===== config.mk =====
export PLATFORM = sky130hd
export DESIGN_NAME = pk_history_buffer
export DESIGN_NICKNAME = d
export VERILOG_FILES = /design/src/rtl/pk_history_buffer_pkg.sv /design/src/rtl/pk_vector_reg.sv /design/src/rtl/pk_history_buffer.sv
export SDC_FILE = /design/constraint.sdc
export NUM_CORES = 2
export LEC_CHECK = 0
export ABC_AREA = 0
export BUFFER_PORTS_ARGS = -buffer_cell sky130_fd_sc_hd__buf_2
export CAP_MARGIN = 20
export CORE_ASPECT_RATIO = 0.5
export CORE_MARGIN = 5
export CORE_UTILIZATION = 62
export DETAILED_ROUTE_END_ITERATION = 7
export GPL_ROUTABILITY_DRIVEN = 0
export PLACE_DENSITY_LB_ADDON = 0.08
export SLEW_MARGIN = 20
export SYNTH_ARGS = -nofsm -noshare
export SYNTH_HDL_FRONTEND = slang
export SYNTH_SLANG_ARGS = --single-unit

===== constraint.sdc =====
create_clock -name clk -period 15.14 [get_ports clk]
set_input_delay 0 -clock clk [delete_from_list [all_inputs] [get_ports clk]]
set_output_delay 0 -clock clk [all_outputs]
set_load 0.01 [all_outputs]

===== src/rtl/pk_history_buffer_pkg.sv =====
// ---------------------------------------------------------------------------
// pk_history_buffer_pkg
//   Shared constants for the CG direction-vector history store.
//   Holds the cluster-wide defaults for vector geometry so the storage
//   sub-module and the top agree on element count and element width.
//   No ports.
// ---------------------------------------------------------------------------
package pk_history_buffer_pkg;

  // Equations per cluster = elements per direction vector.
  localparam int NUM_EQ_DEF = 9;
  // Opaque element width; the buffer never does arithmetic on elements.
  localparam int ELEM_W_DEF = 32;
  // Number of stored vectors (must be >= 2).
  localparam int DEPTH_DEF  = 4;

endpackage : pk_history_buffer_pkg


===== src/rtl/pk_vector_reg.sv =====
// ---------------------------------------------------------------------------
// pk_vector_reg
//   One stored direction vector of NUM_EQ elements, ELEM_W bits each.
//   Element i loads from i_d when i_load_all is set or when its bit in
//   i_load_mask is set; otherwise it holds.
// Ports
//   clk          in  rising-edge clock
//   i_load_all   in  load every element (push)
//   i_load_mask  in  per-element load enable (masked overwrite)
//   i_d          in  write vector, element i at [i*ELEM_W +: ELEM_W]
//   o_q          out stored vector
// ---------------------------------------------------------------------------
module pk_vector_reg
  import pk_history_buffer_pkg::*;
#(
  parameter int NUM_EQ = NUM_EQ_DEF,
  parameter int ELEM_W = ELEM_W_DEF
) (
  input  logic                     clk,
  input  logic                     i_load_all,
  input  logic [NUM_EQ-1:0]        i_load_mask,
  input  logic [NUM_EQ*ELEM_W-1:0] i_d,
  output logic [NUM_EQ*ELEM_W-1:0] o_q
);

  logic [ELEM_W-1:0] r_elem [NUM_EQ];

  for (genvar i = 0; i < NUM_EQ; i++) begin : g_elem
    // NOTE: storage is deliberately not reset; the owner hides stale
    // contents behind its valid-entry count, so a reset here would only
    // add fan-out on the reset net.
    always_ff @(posedge clk) begin
      // NOTE: non-blocking assignment so every register in the design
      // samples pre-edge values regardless of block evaluation order.
      if (i_load_all || i_load_mask[i]) begin
        r_elem[i] <= i_d[i*ELEM_W +: ELEM_W];
      end
    end

    assign o_q[i*ELEM_W +: ELEM_W] = r_elem[i];
  end

endmodule : pk_vector_reg


===== src/rtl/pk_history_buffer.sv =====
// ---------------------------------------------------------------------------
// pk_history_buffer
//   History store for CG direction vectors p_k. Keeps the last DEPTH
//   vectors in a ring, newest first. The head vector is presented
//   combinationally (drop-in for a single-entry store); a registered read
//   port returns the vector k pushes older. The head entry also supports an
//   in-place masked element update.
// Ports
//   clk            in  rising-edge clock
//   rst            in  asynchronous reset, active-high
//   clear          in  synchronous flush, invalidates all entries (wins over write)
//   write_enable   in  write strobe
//   push           in  1: push input_data as new head, 0: masked overwrite of head
//   elem_mask      in  per-element overwrite enable (ignored on push)
//   input_data     in  write vector, element i at [i*ELEM_W +: ELEM_W]
//   read_en        in  lagged read request
//   read_lag       in  0 = newest, k = k pushes older
//   memory_output  out head vector, combinational, 0 when empty
//   read_data      out registered lagged read result
//   read_valid     out one-cycle pulse, the cycle after read_en
//   read_hit       out with read_valid: lag was below count (else read_data = 0)
//   count          out valid entries, 0..DEPTH
//   full           out count == DEPTH
// ---------------------------------------------------------------------------
module pk_history_buffer
  import pk_history_buffer_pkg::*;
#(
  parameter int NUM_EQ = NUM_EQ_DEF,
  parameter int ELEM_W = ELEM_W_DEF,
  parameter int DEPTH  = DEPTH_DEF,
  parameter int LAG_W  = $clog2(DEPTH)
) (
  input  logic                     clk,
  input  logic                     rst,
  input  logic                     clear,
  input  logic                     write_enable,
  input  logic                     push,
  input  logic [NUM_EQ-1:0]        elem_mask,
  input  logic [NUM_EQ*ELEM_W-1:0] input_data,
  input  logic                     read_en,
  input  logic [LAG_W-1:0]         read_lag,
  output logic [NUM_EQ*ELEM_W-1:0] memory_output,
  output logic [NUM_EQ*ELEM_W-1:0] read_data,
  output logic                     read_valid,
  output logic                     read_hit,
  output logic [LAG_W:0]           count,
  output logic                     full
);

  localparam int VEC_W = NUM_EQ * ELEM_W;

  logic [LAG_W-1:0] r_head;
  logic [LAG_W:0]   r_count;
  logic [VEC_W-1:0] r_read_data;
  logic             r_read_valid;
  logic             r_read_hit;

  logic [VEC_W-1:0] w_entry [DEPTH];
  logic [LAG_W-1:0] w_next_head;
  logic [LAG_W-1:0] w_lag_idx;
  logic             w_push;
  logic             w_overwrite;
  logic             w_hit;
  logic             w_empty;

  // clear drops any same-cycle write; an overwrite into an empty buffer
  // has no head entry to modify and is dropped as well.
  assign w_empty     = (r_count == '0);
  assign w_push      = write_enable && !clear && push;
  assign w_overwrite = write_enable && !clear && !push && !w_empty;

  // Explicit wrap keeps the ring correct when DEPTH is not a power of two.
  assign w_next_head = (r_head == LAG_W'(DEPTH - 1)) ? '0 : r_head + LAG_W'(1);

  // ---- storage ring -------------------------------------------------------
  for (genvar j = 0; j < DEPTH; j++) begin : g_entry
    logic             w_load_all;
    logic [NUM_EQ-1:0] w_load_mask;

    assign w_load_all  = w_push && (w_next_head == LAG_W'(j));
    assign w_load_mask = (w_overwrite && (r_head == LAG_W'(j))) ? elem_mask : '0;

    pk_vector_reg #(
      .NUM_EQ (NUM_EQ),
      .ELEM_W (ELEM_W)
    ) u_vec (
      .clk         (clk),
      .i_load_all  (w_load_all),
      .i_load_mask (w_load_mask),
      .i_d         (input_data),
      .o_q         (w_entry[j])
    );
  end

  // ---- lagged read address ------------------------------------------------
  // Entry for lag k is (head - k) mod DEPTH. Only used on a hit, where
  // k < count <= DEPTH, so the wrapped index is always in range.
  always_comb begin
    // NOTE: default assignment first so no path through the block leaves
    // the output unassigned, which would infer a latch.
    w_lag_idx = r_head - read_lag;
    if (read_lag > r_head) begin
      w_lag_idx = LAG_W'(int'(r_head) + DEPTH - int'(read_lag));
    end
  end

  assign w_hit = ({1'b0, read_lag} < r_count);

  // ---- pointer, count and read-port registers -----------------------------
  always_ff @(posedge clk or posedge rst) begin
    if (rst) begin
      r_head       <= '0;
      r_count      <= '0;
      r_read_data  <= '0;
      r_read_valid <= 1'b0;
      r_read_hit   <= 1'b0;
    end else begin
      if (clear) begin
        r_count <= '0;
      end else if (w_push) begin
        r_head <= w_next_head;
        if (r_count != (LAG_W+1)'(DEPTH)) begin
          r_count <= r_count + (LAG_W+1)'(1);
        end
      end

      // The read samples pre-edge state, so a coincident write or clear is
      // not visible to it (read-before-write).
      r_read_valid <= read_en;
      r_read_hit   <= read_en && w_hit;
      if (read_en) begin
        r_read_data <= w_hit ? w_entry[w_lag_idx] : '0;
      end
    end
  end

  // ---- outputs ------------------------------------------------------------
  assign memory_output = w_empty ? '0 : w_entry[r_head];
  assign read_data     = r_read_data;
  assign read_valid    = r_read_valid;
  assign read_hit      = r_read_hit;
  assign count         = r_count;
  assign full          = (r_count == (LAG_W+1)'(DEPTH));

endmodule : pk_history_buffer

Word-level counts from Yosys, hierarchy flattened
Memory sizes are Yosys's and may differ from the RTL's.
Cells that the tools add are included.
W data, S select, Z words.
Word-level totals
  bits of input ports: 305
  register bits: 295
  memories kept: 4
  logic and storage cells: 177
  memory bits (writable): 1152
Memory list
  g_entry[0].u_vec.r_elem: depth 9, bits a word 32, rd ports 9, clocked after memory_dff 0, write ports 9, line pk_vector_reg.sv:26  | logic [ELEM_W-1:0] r_elem [NUM_EQ];
  g_entry[1].u_vec.r_elem: depth 9, bits a word 32, rd ports 9, clocked after memory_dff 0, write ports 9, line pk_vector_reg.sv:26
  g_entry[2].u_vec.r_elem: depth 9, bits a word 32, rd ports 9, clocked after memory_dff 0, write ports 9, line pk_vector_reg.sv:26
  g_entry[3].u_vec.r_elem: depth 9, bits a word 32, rd ports 9, clocked after memory_dff 0, write ports 9, line pk_vector_reg.sv:26
Operators by class
  reductions and logical operators: 59
  order comparisons: 4
  mux-type cells: 89
  bitwise logic cells: 3
  $add $sub $neg: 5
  equality and inequality tests: 8
Operators with widths (number)
  $mux W288: 6
  $bmux W288 S2: 2
  $mux W1: 72
  $logic_or A1 B1 Y1: 36
  $mux W9: 4
  $logic_and A1 B1 Y1: 13
  $mux W3: 3
  $eq A2 B2 Y1 const B: 4
  $ge A3 B3 Y1 const B: 2
  $not A2 Y3: 2
  $add A2 B1 Y2 const B: 2
  $eq A2 B1 Y1 const B: 2
  $logic_not A2 Y1: 2
  $mux W2: 2
  $reduce_and A2 Y1: 2
  $reduce_bool A2 Y1: 2
  $sub A2 B2 Y2: 2
  $add A3 B1 Y3 const B: 1
  $eq A3 B3 Y1 const B: 1
  $logic_not A1 Y1: 3
  $logic_not A3 Y1: 1
  $lt A2 B3 Y1: 1
  $ne A3 B3 Y1 const B: 1
  $gt A2 B2 Y1: 1
  $not A1 Y1: 1

Longest topological paths before layout
  depth in word-level cells: 9
  depth in mapped cells: 12

Cells and area by module
A second synthesis with hierarchy kept.
Unflattened totals
  cells, all modules: 2942
  area total of the unflattened synthesis: 61223.7 um^2
By module, submodules not included
  pk_vector_reg: seq. area each 8648.3 um^2, cells each 297, times used 4, area each 8704.6 um^2
  pk_history_buffer: seq. area each 7382.1 um^2, cells each 1754, times used 1, area each 26405.3 um^2

Worst setup path after synthesis
OpenSTA, ideal clock, no wires.
  kind: register to register
  from: register r_head[0]
  to: register r_read_data[38] (netlist: read_data[38])
  period minus slack after synthesis: 3151 ps
  path slack: 11989 ps
  arrival time: 3030 ps
  library setup time: 121 ps
  cell stages (with the launch flop): 12
  data required time: 15019 ps
  cell sequence: dfrtp_1 > buf_2 > buf_2 > buf_2 > buf_2 > inv_2 > ha_1 > buf_2 > buf_2 > buf_2 > mux4_2 > a22o_1
On the way
  longest elaborated chain between the ends: 8
  elaborated cells between the ends (all ways): 10
RTL lines
  start, declared: line pk_history_buffer.sv:52  | logic [LAG_W-1:0] r_head;
  start signal, assigned: line pk_history_buffer.sv:121  | r_head <= w_next_head;
  $add A2 B1 Y2: line pk_history_buffer.sv:103  | w_lag_idx = LAG_W'(int'(r_head) + DEPTH - int'(read_lag));
  $sub A2 B2 Y2: line pk_history_buffer.sv:103
  $mux W2 (*): line pk_history_buffer.sv:102  | if (read_lag > r_head) begin
  $not A2 Y3 (not written as such) (*): line pk_history_buffer.sv:132  | r_read_data <= w_hit ? w_entry[w_lag_idx] : '0;
  $bmux W288 S2 (*): line pk_history_buffer.sv:132
  $mux W288 (not written as such) (*) (2 in a row): line pk_history_buffer.sv:132
  $mux W288 (*): line pk_history_buffer.sv:132
  end signal, assigned: line pk_history_buffer.sv:132
  end, declared: line pk_history_buffer.sv:54  | logic [VEC_W-1:0] r_read_data;
Every way passes the cells marked *; elsewhere a longest branch is shown, timed or not. The select of a mux whose other input is x is not followed.
A chain may end at the register's enable or synchronous reset.

Worst setup path in the final report
  from: register r_head[0]
  to: output memory_output[193]
On the way
  longest elaborated chain between the ends: 5
RTL lines
  $not A2 Y3 (not written as such): line pk_history_buffer.sv:138  | assign memory_output = w_empty ? '0 : w_entry[r_head];
  $bmux W288 S2: line pk_history_buffer.sv:138
  $mux W288 (not written as such) (2 in a row): line pk_history_buffer.sv:138
  $mux W288: line pk_history_buffer.sv:138
  end, declared: line pk_history_buffer.sv:42  | output logic [NUM_EQ*ELEM_W-1:0] memory_output,
No other way between the ends. The select of a mux whose other input is x is not followed.

==> impl_metrics.csv <==
group,metric,value,unit
status,status,"complete, no violations",
sta,tns,0,ns
pwr,power,11.48,mW
drt,drcViolationCount,0,
clock_tree,htree_levels,3,
logic_synthesis,seq_area_frac_synth,68.76,%
sta,maxSlewViolCount,0,
clock_tree,cts_tree,"yes",
critical_path,crit_type,"reg -> out",
critical_path,r2r_start,"r_head[0]$_DFFE_PP0P_",
floorplan,ios,887,
sta,rsz0062_at_grt,"false",
logic_synthesis,synthTopCellsByCount,"edfxtp_1, mux4_2, dfrtp_1",
sta,post-route-period-util,30.88,%
logic_synthesis,synth_edf_count,1152,
clock_tree,cts_made_buffers,118,
global_route,gr-total-overflow,0,
clock_tree,cts.clk_slew.worst_paths,0.07,ns
drt,wl_per_cell,29.74,µm
layout,fill_cells,5621,
sta,final-hold-violation-count,0,
critical_path,reg2regPathDepth,6,
job,cap_violations,0,
pwr,pwr_density_cell,154.5,nW/µm²
logic_synthesis,yosys_warnings,0,
logic_synthesis,synth_cells,2909,
sta,skew,0.02738,ns
layout,area_delta_synth_final,21.67,%
drt,wl,165.4,mm
clock_tree,max-clock-path-buffers,3,
critical_path,startpoint_type,"flip-flop",
floorplan,die_area,105200,µm²
sta,timing.slew.headroom,24.92,%
floorplan,die_h,231.9,µm
pwr,leakage,28.12,nW
clock_tree,clk-insertion-delay-late,0.74,ns
logic_synthesis,synth-seq-cells,1447,
floorplan,core,97700,µm²
layout,seqCellArea,41980,µm²
clock_tree,clock-sinks,1447,
critical_path,reg2reg_slack,10.57,ns
logic_synthesis,ys_types,31,
sta,setup_viol,0,
logic_synthesis,yosysMostFrequentCell,"edfxtp_1",
logic_synthesis,synth_area_leaders,"edfxtp_1, mux4_2, dfrtp_1",
layout,finalNetCount,4424,
critical_path,path_max_fanout,102,
worst_hold_path,hold_class,"in -> async",
floorplan,die_w,453.8,µm
logic_synthesis,yosys.area.top_type_share,56.67,%
sta,worst_pin_slew,1.121,ns
floorplan,initial_core_util,62.48,%
clock_tree,cts_resized,0,
drt,vias_per_cell,6.446,
drt,antenna_left,0,
critical_path,end_kind,"output port",
sta,timing.fmax,213.9,MHz
logic_synthesis,postSynth.asyncResetShare,20.39,%
global_route,grtUsageTotal,31.33,%
placed_design,placement.io_buffers,886,
global_route,grt_start_max_net_pins,143,
logic_synthesis,ys.flop_type,"edfxtp_1",
floorplan,rows,81,
layout,final_layout_size_suffix_gt1_share,40.94,%
global_route,grt_pass1_wl,242.7,mm
global_route,grt_pass1_vias,37250,
critical_path,critPathRequiredTime,15.14,ns
pwr,ir_worst_vdd,0.1571,mV
logic_synthesis,avgSynthCellArea,20.99,µm²
sta,fin_crit,4.676,ns
clock_tree,cts-root-buf,"clkbuf_16",
logic_synthesis,syn_area,61050,µm²
drt,drtPass1Iterations,6,
drt,route.vias.total,35850,
critical_path,cp.arrival,4.68,ns
critical_path,reg2reg_to,"read_data[136]$_DFFE_PP0P_",
logic_synthesis,yosysTopAreaCell,"edfxtp_1",
drt,drt_first_iter_violations,3390,
layout,multi_input_area,17970,µm²
global_route,antenna_found_initial,23,
logic_synthesis,syn_nets,3222,
placed_design,dp_hpwl,98.23,mm
==> cells by family (layout without fill, tap and decap cells) <==
logic type | count (synthesis) | in the layout | synth area share [%]
AO/OA/AOI/OAI | 332 | 332 | 4.651
AND/OR/NAND/NOR | 311 | 311 | 3.175
other | 0 | 21 | 0
XOR/XNOR | 1 | 1 | 0.03689
flip-flops | 1447 | 1447 | 68.76
buffers and inverters | 233 | 1537 | 1.945
adder cells (fa/ha/maj) | 8 | 8 | 0.1640
multiplexers | 577 | 577 | 21.27
==> critical path, cell delays in order, from the launching register on <==
cell and delay, ns:
dfrtp_4 1.01, buf_12 0.59, buf_4 0.81, mux4_2 0.62, nor2b_1 0.22, buf_2 0.22
==> worst max path at each step <==
stage                          start                         end  slack (ns)  cells past startpoint
3_5_place_dp   r_head[0]$_DFFE_PP0P_  read_data[104]$_DFFE_PP0P_       10.35                      6
6_report       r_head[0]$_DFFE_PP0P_          memory_output[193]       10.46                      5
3_3_place_gp   r_head[0]$_DFFE_PP0P_  read_data[108]$_DFFE_PP0P_       10.39                      6
5_1_grt        r_head[0]$_DFFE_PP0P_  read_data[136]$_DFFE_PP0P_       10.11                      6
4_1_cts        r_head[0]$_DFFE_PP0P_  read_data[112]$_DFFE_PP0P_       10.35                      6
2_1_floorplan                    rst        count[0]$_DFFE_PP0P_        6.99                      1
==> layout make-up <==
class | instances | share of cell area, %
sequential | 1447 | 56.52
multi-input combinational | 1229 | 24.20
timing repair buffer | 1307 | 11.57
clock buffer | 179 | 4.639
tap | 1328 | 2.237
clock inverter | 43 | 0.7025
antenna | 21 | 0.07075
inverter | 8 | 0.06064
==> layer usage <==
metal	share of wire, %	wire, µm	track usage, %	vias to the layer above
met2	52	85840	53.07	1818
met3	7.4	12170	5.815	427
li1	-	-	-	14660
met4	6.5	10770	17.16	10
met1	34	56570	38.98	18940
met5	0.034	57	0	-
==> flip-flops by register name, indices dropped and copies added (netlist names) <==
| register | flops |
|---|---|
| read_valid | 1 |
| r_head | 2 |
| read_hit | 1 |
| read_data | 288 |
| count | 3 |
| g_entry.u_vec.r_elem | 1152 |
==> per-stage QoR <==
step                worst slack, ns  hold slack [ns]  cell area [µm²]  std cells  util (%)
finish                        10.46         0.001315            74270       5562     76.02
detailed placement            10.35           0.1967            66650       4960     68.22
global route                  10.11         0.002968            74260       5558     76.01
CTS                           10.35        0.0002270            74210       5541     75.96
floorplan                     6.993          0.03143            61050       2909         -
global placement              10.39           0.1905            66650       4960     68.22
==> power by group <==
group / leakage, nW / internal [mW] / switching (mW)
Sequential: 14.4 / 4.62 / 0.220
Combinational: 11.8 / 1.81 / 1.66
Clock: 1.95 / 1.77 / 1.39
==> repair_timing <==
action / CTS / global route
hold buffers: 359 / 0
hold endpoints to repair: 1335 / 0
setup buffers: 0 / 0
==> cell usage in the layout (no fill, tap or decap), types with 2 or more instances in the layout <==
master         count
bufinv_16         12
clkbuf_1          38
nor2_1             4
nand2b_1           5
diode_2           21
buf_12             8
o21ai_1            3
a21o_2             4
clkbuf_8          20
inv_1              2
a21oi_1            3
dlygate4sd3_1    359
inv_2              3
a22o_1           288
nor3_4             2
mux4_2           576
clkinv_1           5
buf_4             54
a21o_1            32
clkinv_2          23
nor2b_1          289
dfrtp_4            2
clkinvlp_4         3
edfxtp_1        1152
inv_8              2
clkbuf_16        121
or3_1              2
dfrtp_1          293
ha_1               7
nand2_1            2
buf_2            886
Power figures use the tool's default switching activity.
